File: config.mk
export PLATFORM = sky130hd
export DESIGN_NAME = fetch_unit
export DESIGN_NICKNAME = d
export VERILOG_FILES = /design/src/rtl/fetch_unit.sv
export SDC_FILE = /design/constraint.sdc
export NUM_CORES = 1
export LEC_CHECK = 0
export ABC_CLOCK_PERIOD_IN_PS = 2000
export CORE_ASPECT_RATIO = 0.75
export CORE_MARGIN = 2
export CORE_UTILIZATION = 35
export DETAILED_ROUTE_END_ITERATION = 10
export PLACE_DENSITY_LB_ADDON = 0.1
export SLEW_MARGIN = 20
export SYNTH_ARGS = -nofsm -noshare
export SYNTH_HDL_FRONTEND = slang
export SYNTH_SLANG_ARGS = --single-unit
File: constraint.sdc
create_clock -name clk -period 2 [get_ports clk]
set_clock_uncertainty 0.15 [all_clocks]
set_input_delay 0.4 -clock clk [delete_from_list [all_inputs] [get_ports clk]]
set_output_delay 0.4 -clock clk [all_outputs]
set_load 0.02 [all_outputs]
File: src/rtl/fetch_unit.sv
// Sequential instruction fetch: owns the PC, issues one outstanding word-aligned
// request at a time and delivers each returned instruction through a one-entry slot.
module fetch_unit #(
    parameter int unsigned     XLEN     = 32,
    parameter logic [XLEN-1:0] RESET_PC = '0
) (
    input  logic            clk,
    input  logic            rst_n,
    output logic            imem_req_valid,
    input  logic            imem_req_ready,
    output logic [XLEN-1:0] imem_req_addr,
    input  logic            imem_rsp_valid,
    input  logic [XLEN-1:0] imem_rsp_data,
    input  logic            redirect_valid,
    input  logic [XLEN-1:0] redirect_pc,
    output logic            inst_valid,
    input  logic            inst_ready,
    output logic [XLEN-1:0] inst_data,
    output logic [XLEN-1:0] inst_pc
);

    localparam int unsigned INST_BYTES = 4;

    localparam logic [1:0] S_IDLE  = 2'd0;
    localparam logic [1:0] S_REQ   = 2'd1;
    localparam logic [1:0] S_WAIT  = 2'd2;
    localparam logic [1:0] S_DRAIN = 2'd3;

    logic [1:0]      state_q,      state_d;
    logic [XLEN-1:0] pc_q,         pc_d;
    logic [XLEN-1:0] req_pc_q,     req_pc_d;
    logic            inst_valid_q, inst_valid_d;
    logic [XLEN-1:0] inst_data_q,  inst_data_d;
    logic [XLEN-1:0] inst_pc_q,    inst_pc_d;

    logic slot_free;
    logic req_hs;

    // Request side is combinational so a slot freed this cycle can fetch immediately.
    always_comb begin
        slot_free      = !inst_valid_q || inst_ready;
        imem_req_valid = (state_q == S_REQ) && slot_free;
        imem_req_addr  = pc_q;
        req_hs         = imem_req_valid && imem_req_ready;
    end

    always_comb begin
        state_d      = state_q;
        pc_d         = pc_q;
        req_pc_d     = req_pc_q;
        inst_valid_d = inst_valid_q;
        inst_data_d  = inst_data_q;
        inst_pc_d    = inst_pc_q;

        if (inst_valid_q && inst_ready) begin
            inst_valid_d = 1'b0;
        end

        if (state_q == S_IDLE) begin
            state_d = S_REQ;
        end else if (redirect_valid) begin
            // Anything already accepted by memory is stale and must be drained.
            pc_d         = {redirect_pc[XLEN-1:2], 2'b00};
            inst_valid_d = 1'b0;
            case (state_q)
                S_REQ:   state_d = req_hs ? S_DRAIN : S_REQ;
                default: state_d = imem_rsp_valid ? S_REQ : S_DRAIN;
            endcase
        end else begin
            case (state_q)
                S_REQ: begin
                    if (req_hs) begin
                        req_pc_d = pc_q;
                        pc_d     = pc_q + XLEN'(INST_BYTES);
                        state_d  = S_WAIT;
                    end
                end
                S_WAIT: begin
                    if (imem_rsp_valid) begin
                        inst_valid_d = 1'b1;
                        inst_data_d  = imem_rsp_data;
                        inst_pc_d    = req_pc_q;
                        state_d      = S_REQ;
                    end
                end
                S_DRAIN: begin
                    if (imem_rsp_valid) begin
                        state_d = S_REQ;
                    end
                end
                default: state_d = S_IDLE;
            endcase
        end
    end

    always_ff @(posedge clk or negedge rst_n) begin
        if (!rst_n) begin
            state_q      <= S_IDLE;
            pc_q         <= RESET_PC;
            req_pc_q     <= RESET_PC;
            inst_valid_q <= 1'b0;
            inst_data_q  <= '0;
            inst_pc_q    <= '0;
        end else begin
            state_q      <= state_d;
            pc_q         <= pc_d;
            req_pc_q     <= req_pc_d;
            inst_valid_q <= inst_valid_d;
            inst_data_q  <= inst_data_d;
            inst_pc_q    <= inst_pc_d;
        end
    end

    assign inst_valid = inst_valid_q;
    assign inst_data  = inst_data_q;
    assign inst_pc    = inst_pc_q;

endmodule

==> impl_metrics.yaml <==
routing:
  vias: 4453
  post-route-drc-count: 0
  drt-pass1-iter-count: 5
  routedWlPerCell_um: 16.4
  drt_iter0_drc: 308
  routed_wl_um: 14600
  detail-route-antenna-nets: 0
  viasPerCell: 5.00
synth:
  synth_edf_count: 0
  async_reset_ff_share_pct: 100
  syn-cell-area_um2: 5650
  ys_seq_elements: 125
  yosysMostFrequentCell: "dfrtp_1"
  yosys-top-cells-area: "dfrtp_1, mux2_2, o21ai_0, a21oi_1, nand3_1"
  synth_cell_types: 54
  synthCells: 470
  synth_seq_area_share_pct: 55.3
  synth.largest_area_cell: "dfrtp_1"
  synthFlopType: "dfrtp_1"
  synth_common_cells: "dfrtp_1, mux2_2, o21ai_0"
  yosysWarnings: 0
  netlist.area_leader.share_pct: 55.3
  syn_avg_cell_area_um2: 12.0
global_route:
  grt_pass1_wl_um: 22800
  grt_max_degree: 57
  grt_pass1_vias: 4414
  antenna_found_initial: 0
  grt_usage_pct: 17.4
  grt_overflow_total: 0
hold_path:
  holdPathEnd: "state_q[0]$_DFFE_PN0P_"
  whs_path_depth: 2
  min-delay-start: "redirect_valid"
  hp-class: "in -> reg"
timing:
  slew_headroom_pct: 67.2
  worst_pin_slew_ps: 485
  tns_ps: 0
  setup_viol: 0
  worst_hold_slack_ps: 153
  rsz0062_at_grt: "true"
  final_max_slew_viol_count: 0
  worst_slack_ps: 57.3
  report.final.hold_viol_count: 0
  final.min_clock_period_ps: 1940
  max_freq_ghz: 0.515
  fin_crit_sh_pct: 97.1
final_layout:
  diodes: 0
  nNetsFinal: 739
  synthToLayoutAreaGrowth_pct: 49.3
  fill_cells: 1352
  drive_gt1_share_pct: 27.5
setup_path:
  critPathLaunchType: "flop"
  startpoint: "inst_pc[10]$_DFFE_PN0P_"
  critPathMaxStageDelay_ps: 620
  critical_path.endpoint_type: "primary output"
  cp_cell_sequence: "clkdlybuf4s50_1"
  cp_max_fo: 2
  path_delay_family: "buffers and inverters"
  rrSetupSlack_ps: 110
  r2r_start: "state_q[1]$_DFFE_PN0P_"
  reg2reg_depth: 5
  slowest_stage: "clkdlybuf4s50_1"
  worstPathRequired_ps: 1450
  reg2reg_to: "imem_req_addr[31]$_DFFE_PN0P_"
  crit_buf_inv: 1
  path_class: "reg -> out"
  worstPathArrival_ps: 1390
clocking:
  cts_buffer_depth: 2
  cts_tree: "built"
  clockRootBuffer: "clkbuf_16"
  htreeDepth: 4
  cts_buffers: 17
  clkSinkCount: 125
  clk_pin_slew_worst_paths_ps: 60
  insertion_delay_ps: 420
floorplanning:
  die_w_um: 151
  core_area_um2: 15900
  std_cell_rows: 40
  die_area_um2: 17200
  die_h_um: 114
  ios: 168
  start_util_pct: 35.5
placement:
  dpl.hpwl_um: 10400
  place_congestion: 0.806
  place_ws_ps: -314
  io_buffers: 161
pwr:
  total_leakage_power_nw: 3.65
  ir_drop_uv: 866
  cellPowerDensity_nw_per_um2: 1350
  power_mw: 11.4
job:
  drv_cap: 0
outcome:
  status: "finished clean"
-- cells by family (layout without fill, tap and decap cells) --
group	count (synthesis)	count (layout)	share of synthesized area [%]
muxes	93	93	18.5
buffers and inverters	37	245	3.78
and+or+nand+nor	121	121	12.2
other	1	4	0.0663
AOI/OAI and AO/OA	92	92	9.94
adders and majority gates	1	1	0.221
DFF	125	125	55.3
-- what timing repair did --
item,4_1_cts,5_1_grt
pin swaps,0,1
hold endpoints to repair,43,0
buffers inserted,0,2
hold buffers,1,0
resized for setup,37,5
setup endpoints to repair,35,8
-- layer usage --
layer | track usage (%) | wire (um)
met5 | 0 | 0
met4 | 5.92 | 148
met3 | 5.50 | 1020
met2 | 26.4 | 6430
met1 | 23.8 | 6990
-- cells in the final DEF, fill, tap and decap left out, drive strengths merged, types with 4 or more instances in the layout --
| master | n |
|---|---|
| a21oi | 27 |
| dlygate4sd2 | 30 |
| bufinv | 6 |
| buf | 49 |
| inv | 6 |
| nor2 | 29 |
| a31oi | 7 |
| o21ai | 31 |
| nand2b | 4 |
| nor3 | 6 |
| clkbuf | 20 |
| a41o | 4 |
| nand4 | 9 |
| or3 | 7 |
| nand3 | 21 |
| a311oi | 5 |
| conb | 4 |
| clkinv | 5 |
| nor2b | 4 |
| and4 | 4 |
| clkdlybuf4s50 | 127 |
| mux2 | 92 |
| dfrtp | 125 |
| and3 | 5 |
| nand2 | 19 |
-- area by class of cell --
type                    instances  area, um^2  share of cell area [%]
inverters                       5        18.8                   0.222
flip-flops and latches        125        3130                    37.0
clock buffers                  20         447                    5.29
clock inverters                12         233                    2.76
repair buffers                208        2000                    23.7
multi-input cells             311        2360                    27.9
well taps                     210         263                    3.11
-- sequential cells by signal (all words and copies together) (netlist names) --
signal,count
inst_data,32
imem_req_addr,30
inst_pc,30
req_pc_q,30
state_q,2
inst_valid,1
-- worst max-delay path by stage --
stage / to / slack [ps] / cells after the start
CTS: inst_pc[23] / 20 / 1
global placement: imem_req_valid / -320 / 4
detailed placement: imem_req_valid / -310 / 4
global route: imem_req_addr[29]$_DFFE_PN0P_ / -20 / 6
floorplan: imem_req_addr[26]$_DFFE_PN0P_ / 140 / 5
finish: inst_pc[10] / 60 / 1
-- power by group --
group	leakage (nW)	switching [mW]	internal [mW]	total (mW)
logic	1.78	1.81	2.01	3.82
clock network	0.329	1.16	2.39	3.54
registers	1.54	0.575	3.47	4.05
total	3.65	3.54	7.87	11.4
-- stage by stage --
step | std cells | instance area (um^2) | util, %
final | 891 | 8440 | 53.1
after global routing | 891 | 8440 | 53.1
after CTS | 889 | 8400 | 52.8
after detailed placement | 856 | 7740 | 48.7
after global placement | 856 | 7740 | 48.7
after floorplan | 473 | 5670 | -
Power figures use the tool's default switching activity.
